$ cat src/rtl/dig_pin_filter_mc.sv
// Multi-channel pin filter: per-channel 1..3 stage synchronizer followed by a
// debounce counter that emits a clean level plus rise/fall/glitch pulses.
module dig_pin_filter_mc #(
    parameter int unsigned NUM_CH = 4,
    parameter int unsigned CNT_W  = 8
) (
    input  logic              clk_i,
    input  logic              rstn_i,
    input  logic [NUM_CH-1:0] pin_i,
    input  logic [NUM_CH-1:0] en_i,
    input  logic [1:0]        sync_sel_i,
    input  logic [CNT_W-1:0]  filt_len_i,
    input  logic [1:0]        filt_mode_i,
    output logic [NUM_CH-1:0] pin_o,
    output logic [NUM_CH-1:0] rise_o,
    output logic [NUM_CH-1:0] fall_o,
    output logic [NUM_CH-1:0] glitch_o,
    output logic [NUM_CH-1:0] busy_o
);

    typedef enum logic {
        StIdle,
        StCount
    } state_e;

    logic [CNT_W-1:0] filt_len_eff;
    logic             rise_unfilt;
    logic             fall_unfilt;

    assign filt_len_eff = (filt_len_i == '0) ? CNT_W'(1) : filt_len_i;

    // Mode 1 filters only rising edges, so falling ones pass straight through (and vice versa).
    assign rise_unfilt = (filt_mode_i == 2'd3) || (filt_mode_i == 2'd2);
    assign fall_unfilt = (filt_mode_i == 2'd3) || (filt_mode_i == 2'd1);

    for (genvar g = 0; g < int'(NUM_CH); g++) begin : g_ch
        logic [2:0]       sync_q;
        logic             samp;
        logic             unfilt;
        logic             take;
        state_e           state_q, state_d;
        logic [CNT_W-1:0] cnt_q, cnt_d, cnt_inc;
        logic             pin_q, pin_d;
        logic             rise_q, rise_d;
        logic             fall_q, fall_d;
        logic             glitch_q, glitch_d;

        always_ff @(posedge clk_i or negedge rstn_i) begin
            if (!rstn_i) begin
                sync_q <= '0;
            end else begin
                sync_q <= {sync_q[1:0], pin_i[g]};
            end
        end

        always_comb begin
            samp = sync_q[0];
            case (sync_sel_i)
                2'd3:    samp = sync_q[2];
                2'd2:    samp = sync_q[1];
                default: samp = sync_q[0];
            endcase
        end

        assign unfilt  = samp ? rise_unfilt : fall_unfilt;
        assign cnt_inc = cnt_q + CNT_W'(1);

        always_comb begin
            state_d  = state_q;
            cnt_d    = cnt_q;
            pin_d    = pin_q;
            rise_d   = 1'b0;
            fall_d   = 1'b0;
            glitch_d = 1'b0;
            take     = 1'b0;

            if (!en_i[g]) begin
                state_d = StIdle;
                cnt_d   = '0;
            end else begin
                case (state_q)
                    StIdle: begin
                        if (samp != pin_q) begin
                            if (unfilt || (filt_len_eff <= CNT_W'(1))) begin
                                take = 1'b1;
                            end else begin
                                cnt_d   = CNT_W'(1);
                                state_d = StCount;
                            end
                        end
                    end
                    StCount: begin
                        if (samp == pin_q) begin
                            glitch_d = 1'b1;
                            cnt_d    = '0;
                            state_d  = StIdle;
                        end else if (unfilt || (cnt_inc >= filt_len_eff)) begin
                            // Live length/mode: a lowered length or newly unfiltered
                            // direction completes the pending transition at once.
                            take    = 1'b1;
                            cnt_d   = '0;
                            state_d = StIdle;
                        end else begin
                            cnt_d = cnt_inc;
                        end
                    end
                    default: begin
                        state_d = StIdle;
                        cnt_d   = '0;
                    end
                endcase
            end

            if (take) begin
                pin_d  = samp;
                rise_d = samp;
                fall_d = ~samp;
            end
        end

        always_ff @(posedge clk_i or negedge rstn_i) begin
            if (!rstn_i) begin
                state_q  <= StIdle;
                cnt_q    <= '0;
                pin_q    <= 1'b0;
                rise_q   <= 1'b0;
                fall_q   <= 1'b0;
                glitch_q <= 1'b0;
            end else begin
                state_q  <= state_d;
                cnt_q    <= cnt_d;
                pin_q    <= pin_d;
                rise_q   <= rise_d;
                fall_q   <= fall_d;
                glitch_q <= glitch_d;
            end
        end

        assign pin_o[g]    = pin_q;
        assign rise_o[g]   = rise_q;
        assign fall_o[g]   = fall_q;
        assign glitch_o[g] = glitch_q;
        assign busy_o[g]   = (state_q == StCount);
    end

endmodule

$ cat config.mk
export PLATFORM = sky130hd
export DESIGN_NAME = dig_pin_filter_mc
export DESIGN_NICKNAME = d
export VERILOG_FILES = /design/src/rtl/dig_pin_filter_mc.sv
export SDC_FILE = /design/constraint.sdc
export NUM_CORES = 1
export LEC_CHECK = 0
export ABC_CLOCK_PERIOD_IN_PS = 3000
export CORE_MARGIN = 4
export CORE_UTILIZATION = 55
export DETAILED_ROUTE_END_ITERATION = 10
export PLACE_DENSITY = 0.78
export SYNTH_ARGS = -nofsm -noshare
export SYNTH_HDL_FRONTEND = slang
export SYNTH_SLANG_ARGS = --single-unit
$ cat constraint.sdc
create_clock -name clk_i -period 3 [get_ports clk_i]
set_input_delay 0.6 -clock clk_i [delete_from_list [all_inputs] [get_ports clk_i]]
set_output_delay 0.6 -clock clk_i [all_outputs]
set_load 0.02 [all_outputs]
# Yosys cells after proc, flatten, opt, wreduce, memory -nomap -nowiden
# Index checks and enable logic that the tools add are counted.
# totals
register_bits	64
latch_bits	0
ramBits	0
rom_bits	0
input_bits	22
out_inout_bits	20
word_cells	182
memories	0
# classes
n_addsub	4
mul	0
n_div	0
magnitude_cmp	5
eq_ne	21
n_shift	0
muxes	101
bitwise_logic	8
reduce_logical	15
# op_table
cell	n
$mux W8	21
$mux W1	64
$pmux W8 S2	4
$add A8 B1 Y8 const B	4
$ge A8 B8 Y1	4
$ne A3 B3 Y1 const B	8
$pmux W1 S2	12
$logic_or A1 B1 Y1	10
$eq A2 B2 Y1 const B	4
$le A8 B1 Y1 const B	1
$logic_not A8 Y1	1
$not A1 Y1	8
$reduce_and A2 Y1	4
$eq A1 B1 Y1	4
$ne A1 B1 Y1	4
$eq A2 B1 Y1 const B	1

# Longest topological paths before layout
# Gate-level depths: netlist of run 1.
# depth
depth_word	9
ltp_mapped	12
mapped_depth_nobuf	11

# Worst setup path before layout of run 1
# OpenSTA, ideal clock, no wires.
# synth_path
path_kind	input -> register
start	input filt_len_i[4]
end	register g_ch[0].cnt_q[0]
setup_ns	0.084
arrival_time_ns	3.181
t_required_ns	2.916
setup_slack_ns	-0.265
cell_stages	11
n_path_buf	1
path_cell_list	or4_4 -> nor4_4 -> buf_6 -> or2_2 -> ha_1 -> nand2b_1 -> a21o_2 -> a2111oi_2 -> o21ai_0 -> or3_1 -> a21boi_0
# synth_between
elab_chain_cells	8
elab_cells_between_ends	12
cone_classes	order compare: 2; eq/ne: 1; mux: 5; reduce/logical: 4
# synth_lines
item	line_no	rtl
from (decl)	12	input logic [CNT_W-1:0] filt_len_i,
$logic_not A8 Y1	30	assign filt_len_eff = (filt_len_i == '0) ? CNT_W'(1) : filt_len_i;
$mux W8 (*)	30	
$ge A8 B8 Y1	97	end else if (unfilt || (cnt_inc >= filt_len_eff)) begin
$logic_or A1 B1 Y1	97	
$mux W8	97	
$mux W8	93	if (samp == pin_q) begin
$pmux W8 S2	81	case (state_q)
$mux W8	77	if (!en_i[g]) begin
to (signal assigned)	131	cnt_q <= cnt_d;
to (decl)	42	logic [CNT_W-1:0] cnt_q, cnt_d, cnt_inc;
# Every way passes the cells marked *; elsewhere a longest branch is shown, timed or not.
# A chain may end at the register's enable or synchronous reset.

# Worst setup path in the final report of run 1
# layout_path
start	input filt_len_i[4]
end	register g_ch[2].cnt_q[6]
# layout_between
elab_chain_cells	8
elab_cells_between_ends	12
cone_classes	order compare: 2; eq/ne: 1; mux: 5; reduce/logical: 4
# layout_lines
item	line_no
$logic_not A8 Y1	30
$mux W8 (*)	30
$ge A8 B8 Y1	97
$logic_or A1 B1 Y1	97
$mux W8	97
$mux W8	93
$pmux W8 S2	81
$mux W8	77
to (signal assigned)	131
to (decl)	42
# Marks and branches as above.

==> results of run 1 <==
## state kept, by name, summed over array words and instances (netlist names)
signal and cells:
g_ch.sync_q 12, g_ch.rise_q 4, g_ch.pin_q 4, g_ch.fall_q 4
g_ch.glitch_q 4, g_ch.state_q 4, g_ch.cnt_q 32
## what timing repair did
item,4_1_cts,5_1_grt
setup buffers,1,2
hold endpoints to repair,0,0
pin swaps,6,7
resized for setup,7,19
endpoints found under the setup margin,33,37
## metrics by stage
step / TNS, ps / util
6_report: 0 / 0.686
5_1_grt: -483 / 0.686
4_1_cts: 0 / 0.678
3_5_place_dp: -16880 / 0.645
3_3_place_gp: -14650 / 0.645
2_1_floorplan: -530 / -
## final cells by class
class	count	area [um2]
clock inverters	6	92.6
multi-input cells	292	2360
inverters	19	71.3
fillers	556	2270
flip-flops and latches	64	1610
repair buffers	64	586
well taps	99	124
clock buffers	10	138
## cells by family (layout without fill, tap and decap cells)
family,count (synthesis),in the layout
flip-flops,64,64
buffers and inverters,45,99
AO/OA/AOI/OAI,120,120
AND/OR/NAND/NOR,110,110
XOR/XNOR,23,23
multiplexers,4,4
adder cells (fa/ha/maj),35,35
## cells in the final DEF (no fill, tap or decap), types with 4 or more instances in the layout
master           count
and4_1               7
or3_1                4
buf_4               22
ha_1                29
clkdlybuf4s50_1     36
inv_1               16
o21ai_0             23
a22o_1              20
o21bai_1             4
dfrtp_1             60
dlygate4sd2_1        4
nor2_1              31
clkbuf_8            10
xor2_1               8
mux2i_1              4
xnor2_1             15
a21oi_1              4
o211ai_1            15
o21ai_1             10
nand3_1             15
a21o_1               7
nand2b_1             8
dfrtp_2              4
nand2_1             19
## metal layers
metal,part of all wire,vias to the layer above,GRT usage
met4,0.017,0,0.0626
li1,-,1571,-
met2,0.48,88,0.373
met1,0.44,1556,0.298
met3,0.056,14,0.0537
met5,0,-,0
## how the worst max path moves through the flow
stage                       start                to  slack (ps)  cells after the start
floorplan           filt_len_i[4]  g_ch[0].cnt_q[0]        -200                     11
global placement    filt_len_i[4]  g_ch[0].cnt_q[0]        -410                     11
detailed placement  filt_len_i[4]  g_ch[0].cnt_q[0]        -450                     11
CTS                 filt_len_i[6]  g_ch[0].cnt_q[2]          20                     12
global route        filt_len_i[4]  g_ch[2].cnt_q[0]         -60                     12
finish              filt_len_i[4]  g_ch[2].cnt_q[6]          70                     12
## report_power, final
part,leakage [nW],switching (mW),internal (mW)
clock,0.109,0.360,0.493
sequential,0.841,0.0527,0.907
combinational,1.30,0.281,0.233
total,2.25,0.694,1.63
==> results.py, run 1 <==
metrics = {
    "run_status": {
        "outcome": "finished clean",
    },
    "final_layout": {
        "finalInstanceArea_mm2": 0.00498,
        "insertedDiodeCount": 0,
        "area_delta_synth_final_pct": 21.7,
        "drive_gt1_frac": 0.191,
        "layout.cells.non_filler": 554,
        "final_nets": 504,
    },
    "yosys": {
        "syn-num-nets": 455,
        "synth_xor_area_frac": 0.0493,
        "syn_area_per_cell_um2": 10.2,
        "synth_flop_cell": "dfrtp_1",
        "synth-compound-area-share": 0.230,
        "async_flop_share": 1.00,
        "synthSimpleGateAreaFrac": 0.149,
        "ys_seq_area_frac": 0.392,
        "ys_ff_latch": 64,
        "synth_top_family_by_area": "compound AO/OA/AOI/OAI gates",
        "yosysMostFrequentCell": "dfrtp_1",
        "synth_fa_ha_area_frac": 0.105,
        "syn_inst": 401,
        "synth_area_mm2": 0.00409,
        "synth_commonest_cells": "dfrtp_1, nor2_1, ha_1, o21ai_0",
        "synth_area_leaders": "dfrtp_1, ha_1, a22o_1",
        "yosys.cell_types.count": 56,
        "synth_top_area_share": 0.392,
        "synth_edf_count": 0,
        "yosys.area.top_type": "dfrtp_1",
        "muxShareOfSynthArea": 0.00979,
        "yosysWarnings": 0,
    },
    "drt": {
        "wl_per_cell_um": 16.7,
        "drc": 0,
        "firstDrtPassIters": 6,
        "routed_wl_um": 9280,
        "drtIter0Drc": 133,
        "viasPerCell": 5.83,
        "num_vias": 3229,
        "antenna_left": 0,
    },
    "clocking": {
        "cts_tree": "yes",
        "cts_hold_buf": 0,
        "htreeDepth": 3,
        "clk_pin_slew_ps": 80,
        "cts_sinks": 64,
        "insertion_delay_ps": 350,
        "cts-root-buf": "clkbuf_8",
        "clk_path_buf_depth": 2,
        "numCtsBuffers": 9,
    },
    "floorplanning": {
        "die_w_um": 94.2,
        "ios": 42,
        "num_rows": 31,
        "fp.dieH_um": 94.2,
        "dieArea_mm2": 0.00888,
        "initial_utilization": 0.564,
        "core_mm2": 0.00725,
    },
    "sta": {
        "max-slew-margin-rel": 0.677,
        "worst_slack_ps": 69.8,
        "clock_skew_ps": 12.4,
        "period_needed_ps": 2930,
        "finalHoldViolations": 0,
        "drv_slew": 0,
        "setup_viol": 0,
        "fmax_mhz": 341,
        "period_share": 0.977,
        "whs_ps": 262,
        "worstMarginPinSlew_ps": 483,
    },
    "place": {
        "place_area_mm2": 0.00468,
        "port_buffers": 41,
        "post-place-cells": 535,
        "place_ws_ps": -455,
        "gp_routability_congestion": 0.811,
        "dpl.hpwl_um": 6860,
    },
    "setup_path": {
        "cp.buffers_inverters": 3,
        "cp_max_fo": 5,
        "ff2ff_path_depth": 11,
        "r2r_slack_ps": 170,
        "path_cells": "dlygate4sd2_1, or4_4, nor4_4, or2_4, buf_4, ha_1, nand2b_1, a21oi_2, maj3_2, o2111ai_2, inv_2, a22o_1",
        "endpoint_kind": "flop",
        "r2r_end": "g_ch[2].cnt_q[5]",
        "required_ps": 3230,
        "critPathKind": "in2reg",
        "crit_path_start_kind": "input pin",
        "r2r-start": "g_ch[2].cnt_q[0]",
        "critical_path_arrival_ps": 3160,
        "cp_slowest_cell": "or4_4",
        "cp_top_family": "simple AND/OR/NAND/NOR gates",
        "cp_slowest_stage_delay_ps": 550,
    },
    "global_routing": {
        "grt_pass1_wl_um": 15600,
        "antenna_found_initial": 0,
        "grt.total_usage": 0.226,
        "overflow": 0,
        "grt_pass1_vias": 3268,
        "grt_max_degree": 65,
    },
    "power": {
        "ir_drop_mv": 0.209,
        "totalPowerFinal_mw": 2.33,
        "powerDensity_mw_per_mm2": 467,
        "p_leak_nw": 2.25,
    },
    "hold_path": {
        "min_path_type": "in2async",
    },
    "job": {
        "maxCapViolCount": 0,
    },
}
Power figures use the tool's default switching activity.
==> inputs of run 2 (changes only) <==
--- a/config.mk
+++ b/config.mk
@@ -10,6 +10,7 @@
 export CORE_UTILIZATION = 55
 export DETAILED_ROUTE_END_ITERATION = 10
 export PLACE_DENSITY = 0.78
+export SETUP_SLACK_MARGIN = 0.5
 export SYNTH_ARGS = -nofsm -noshare
 export SYNTH_HDL_FRONTEND = slang
 export SYNTH_SLANG_ARGS = --single-unit
==> results.py, run 2 (synthesis gave the netlist of run 1 again) <==
metrics = {
    "setup_path": {
        "required_ps": 3300,
        "critPathKind": "in2reg",
        "cp_max_fo": 5,
        "cp_common_cell": "buf_6",
        "path_depth": 12,
        "r2r_slack_ps": 300,
        "r2r_end": "g_ch[2].cnt_q[5]",
        "path_cells": "buf_6, or4_4, nor4_4, or2_4, buf_6, ha_1, nand2b_4, a21oi_4, maj3_2, o2111ai_4, nor4_2, a21o_1",
        "cp_top_family": "simple AND/OR/NAND/NOR gates",
        "cp.buffers_inverters": 2,
        "critical_path_arrival_ps": 3050,
        "endpoint_kind": "flop",
        "cp_slowest_stage_delay_ps": 540,
        "ff2ff_path_depth": 11,
        "crit_path_start_kind": "input pin",
        "r2r-start": "g_ch[2].cnt_q[0]",
        "cp_slowest_cell": "or4_4",
    },
    "sta": {
        "period_share": 0.916,
        "finalHoldViolations": 0,
        "fmax_mhz": 364,
        "drv_slew": 0,
        "setup_viol": 0,
        "clock_skew_ps": 16.9,
        "period_needed_ps": 2750,
        "max-slew-margin-rel": 0.685,
        "rsz0062_at_grt": "true",
        "worstMarginPinSlew_ps": 471,
        "worst_slack_ps": 253,
    },
    "place": {
        "gp_routability_congestion": 0.826,
        "place_ws_ps": -497,
        "dpl.hpwl_um": 7200,
        "place_area_mm2": 0.00469,
        "post-place-cells": 535,
        "port_buffers": 41,
    },
    "floorplanning": {
        "die_w_um": 94.2,
        "ios": 42,
        "dieArea_mm2": 0.00888,
        "initial_utilization": 0.564,
        "fp.dieH_um": 94.2,
        "core_mm2": 0.00725,
        "num_rows": 31,
    },
    "power": {
        "p_leak_nw": 2.45,
        "powerDensity_mw_per_mm2": 444,
        "ir_drop_mv": 0.265,
        "totalPowerFinal_mw": 2.46,
    },
    "final_layout": {
        "finalInstanceArea_mm2": 0.00554,
        "final_util": 0.763,
        "area_delta_synth_final_pct": 35.4,
        "nFillCells": 463,
        "top_regs": "g_ch.cnt_q (32), g_ch.sync_q (12)",
        "insertedDiodeCount": 0,
        "top_register": "g_ch.cnt_q",
        "layout_commonest_cell": "dfrtp_1",
        "layout_common_cells": "dfrtp_1, buf_4, clkdlybuf4s50_1",
        "final_nets": 530,
        "drive_gt1_frac": 0.356,
        "ff_latch_area_mm2": 0.00161,
        "multi_input_area_mm2": 0.00271,
        "layout.cells.non_filler": 580,
        "largest_reg_flops": 32,
    },
    "clocking": {
        "htreeDepth": 3,
        "numCtsBuffers": 9,
        "cts_tree": "yes",
        "cts_hold_buf": 0,
        "cts_sinks": 64,
        "clk_path_buf_depth": 2,
        "insertion_delay_ps": 360,
        "clk_pin_slew_ps": 90,
        "cts-root-buf": "clkbuf_8",
    },
    "drt": {
        "antenna_left": 0,
        "drtIter0Drc": 174,
        "firstDrtPassIters": 4,
        "routed_wl_um": 10600,
        "wl_per_cell_um": 18.3,
        "num_vias": 3428,
        "viasPerCell": 5.91,
        "drc": 0,
    },
    "global_routing": {
        "grt_pass1_vias": 3459,
        "grt_pass1_wl_um": 16600,
        "antenna_found_initial": 0,
        "overflow": 0,
        "grt_max_degree": 27,
        "grt.total_usage": 0.244,
    },
    "run_status": {
        "outcome": "finished clean",
    },
    "job": {
        "maxCapViolCount": 0,
    },
    "hold_path": {
        "min_path_type": "in2async",
    },
}
run 2: changes by cell type in the layout (fill, tap and decap cells not counted), moves of 4 or more:
cell and delta:
dfrtp_2 +6, o21ai_1 +5, buf_6 +9, o21ai_2 +7, nand3_2 +5, ha_4 +5
a21oi_1 -4, buf_4 +19, dfrtp_1 -6, nand3_1 -8, o21ai_0 -12, nor2_4 +5
nor2_1 -5
run 2: final cells by class:
type,instances,area share
Multi-Input combinational cell,292,0.489
Sequential cell,64,0.291
Timing Repair Buffer,90,0.143
Clock buffer,9,0.0224
Tap cell,99,0.0224
Clock inverter,7,0.0185
Inverter,19,0.0129
run 2: report_power, final:
part / switching, mW / internal, mW / total [mW]
clock: 0.387 / 0.476 / 0.863
combinational: 0.332 / 0.297 / 0.628
sequential: 0.0572 / 0.908 / 0.965
run 2: layer usage:
metal | up-vias | part of all wire | track usage
met2 | 98 | 0.49 | 0.394
met4 | 0 | 0.027 | 0.105
met5 | - | 0 | 0
met3 | 25 | 0.049 | 0.0569
li1 | 1616 | - | -
met1 | 1689 | 0.44 | 0.314
run 2: timing repair:
action | 4_1_cts | 5_1_grt
buffers inserted | 13 | 16
pin swaps | 41 | 43
setup endpoints to repair | 48 | 48
cloned | 0 | 0
gates resized for setup | 59 | 59
run 2: worst register-to-register path, stage by stage (launching register included):
cell	delay [ps]
dfrtp_2	460
ha_4	170
nand3_2	120
nor2_4	130
xor2_2	180
ha_1	270
and4_1	240
a2111oi_2	300
buf_4	210
o2111ai_4	170
nor4_2	270
a21o_1	130
run 2: through the flow:
step,hold slack (ps),setup TNS [ps]
final,182,0
after global routing,203,0
after CTS,196,0
after detailed placement,357,-16640
after global placement,358,-14080
after floorplan,304,-614
run 2: worst max-delay path by stage:
stage	startpoint	endpoint	slack (ps)
floorplan	filt_len_i[4]	g_ch[0].cnt_q[0]	-200
global placement	filt_len_i[4]	g_ch[0].cnt_q[0]	-410
detailed placement	filt_len_i[4]	g_ch[0].cnt_q[0]	-500
CTS	filt_len_i[6]	g_ch[0].cnt_q[2]	200
global route	filt_len_i[6]	g_ch[2].cnt_q[5]	130
finish	filt_len_i[6]	g_ch[2].cnt_q[5]	250
==> inputs of run 3 (changes only) <==
--- a/config.mk
+++ b/config.mk
@@ -10,7 +10,7 @@
 export CORE_UTILIZATION = 55
 export DETAILED_ROUTE_END_ITERATION = 10
 export PLACE_DENSITY = 0.78
-export SETUP_SLACK_MARGIN = 0.5
+export SKIP_CTS_REPAIR_TIMING = 1
 export SYNTH_ARGS = -nofsm -noshare
 export SYNTH_HDL_FRONTEND = slang
 export SYNTH_SLANG_ARGS = --single-unit
==> results.py, run 3 (synthesis gave the netlist of run 1 again) <==
metrics = {
    "final_layout": {
        "multi_input_area_mm2": 0.00240,
        "nFillCells": 553,
        "top_regs": "g_ch.cnt_q (32), g_ch.sync_q (12)",
        "final_nets": 504,
        "largest_reg_flops": 32,
        "top_register": "g_ch.cnt_q",
        "area_delta_synth_final_pct": 23.2,
        "layout_commonest_cell": "dfrtp_1",
        "insertedDiodeCount": 0,
        "ff_latch_area_mm2": 0.00161,
        "layout_common_cells": "dfrtp_1, clkdlybuf4s50_1, nor2_1",
        "drive_gt1_frac": 0.204,
    },
    "drt": {
        "routed_wl_um": 9400,
        "routed.top_layer": "met4",
        "firstDrtPassIters": 6,
        "antenna_left": 0,
        "wl_per_cell_um": 17.0,
        "drtIter0Drc": 147,
        "met1Wirelength_um": 4200,
        "num_vias": 3238,
        "viasPerCell": 5.84,
        "wl_met2_um": 4580,
        "drc": 0,
        "wl_met3_um": 477,
    },
    "hold_path": {
        "min_path_type": "in2async",
    },
    "global_routing": {
        "grt_pass1_wl_um": 15500,
        "overflow": 0,
        "antenna_found_initial": 0,
        "grt_max_degree": 65,
        "grt_pass1_vias": 3256,
        "grt.total_usage": 0.225,
    },
    "clocking": {
        "cts-root-buf": "clkbuf_8",
        "clk_pin_slew_ps": 70,
        "clk_path_buf_depth": 2,
        "htreeDepth": 3,
        "insertion_delay_ps": 350,
        "numCtsBuffers": 9,
        "cts_sinks": 64,
        "cts_tree": "yes",
    },
    "setup_path": {
        "crit_path_start_kind": "input pin",
        "critPathKind": "in2reg",
        "critical_path_arrival_ps": 3210,
        "endpoint_kind": "flop",
        "cp_max_fo": 2,
        "required_ps": 3260,
    },
    "sta": {
        "setup_viol": 0,
        "tns_ps": 0,
        "worstMarginPinSlew_ps": 483,
        "period_needed_ps": 2950,
        "clock_skew_ps": 11.7,
        "period_share": 0.983,
        "finalHoldViolations": 0,
        "max-slew-margin-rel": 0.678,
        "drv_slew": 0,
        "fmax_mhz": 339,
    },
    "place": {
        "dpl.hpwl_um": 6860,
        "gp_routability_congestion": 0.811,
        "port_buffers": 41,
    },
    "floorplanning": {
        "die_w_um": 94.2,
        "dieArea_mm2": 0.00888,
        "num_rows": 31,
        "core_mm2": 0.00725,
        "ios": 42,
        "initial_utilization": 0.564,
        "fp.dieH_um": 94.2,
    },
    "power": {
        "ir_drop_mv": 0.223,
        "powerDensity_mw_per_mm2": 466,
        "totalPowerFinal_mw": 2.35,
        "p_leak_nw": 2.29,
    },
    "run_status": {
        "outcome": "finished clean",
    },
    "job": {
        "maxCapViolCount": 0,
    },
}
-- run 3: path summary, 6_finish.rpt --
path / cells after the start / from / slack, ps / endpoint
max reg2reg: 11 / g_ch[1].cnt_q[0] / 140 / g_ch[1].cnt_q[0]
min: 2 / rstn_i / 260 / g_ch[0].rise_q
max: 11 / filt_len_i[6] / 50 / g_ch[0].cnt_q[0]
max in group asynchronous: 2 / rstn_i / 2450 / g_ch[1].cnt_q[0]
min reg2reg: 0 / g_ch[1].sync_q[1] / 380 / g_ch[1].sync_q[2]
min in group clk_i: 0 / g_ch[1].sync_q[1] / 380 / g_ch[1].sync_q[2]
-- run 3: per-layer routing --
| layer | up-vias | global-route usage |
|---|---|---|
| li1 | 1568 | - |
| met4 | 0 | 0.0626 |
| met3 | 13 | 0.0537 |
| met2 | 87 | 0.372 |
| met5 | - | 0 |
| met1 | 1570 | 0.294 |
-- run 3: critical path, cell delays in order --
cell and delay [ps]:
dlymetal6s2s_1 130, or4_4 550, nor4_4 250, or2_4 190, ha_4 190, nand2b_4 130, a21o_4 220, a2111oi_4 310
o21ai_0 130, or3_1 350, a21boi_1 160
-- run 3: layout make-up --
class / instances / share of cell area
clock inverters: 6 / 0.0184
flip-flops and latches: 64 / 0.319
inverters: 19 / 0.0142
repair buffers: 64 / 0.120
clock buffers: 10 / 0.0273
multi-input cells: 292 / 0.477
well taps: 99 / 0.0246
-- run 3: through the flow --
step / cells / area (um2) / hold WS (ps) / utilization / worst slack [ps]
finish: 554 / 5040 / 263 / 0.695 / 51.5
global route: 554 / 5040 / 284 / 0.695 / -15.6
CTS: 551 / 4910 / 275 / 0.676 / -107
detailed placement: 535 / 4680 / 366 / 0.645 / -455
global placement: 535 / 4680 / 358 / 0.645 / -411
floorplan: 401 / 4180 / 304 / - / -200
-- run 3: power breakdown --
part	leakage, nW	internal [mW]	switching (mW)	total, mW
sequential	0.841	0.907	0.0529	0.960
clock	0.109	0.493	0.357	0.850
combinational	1.34	0.247	0.290	0.538
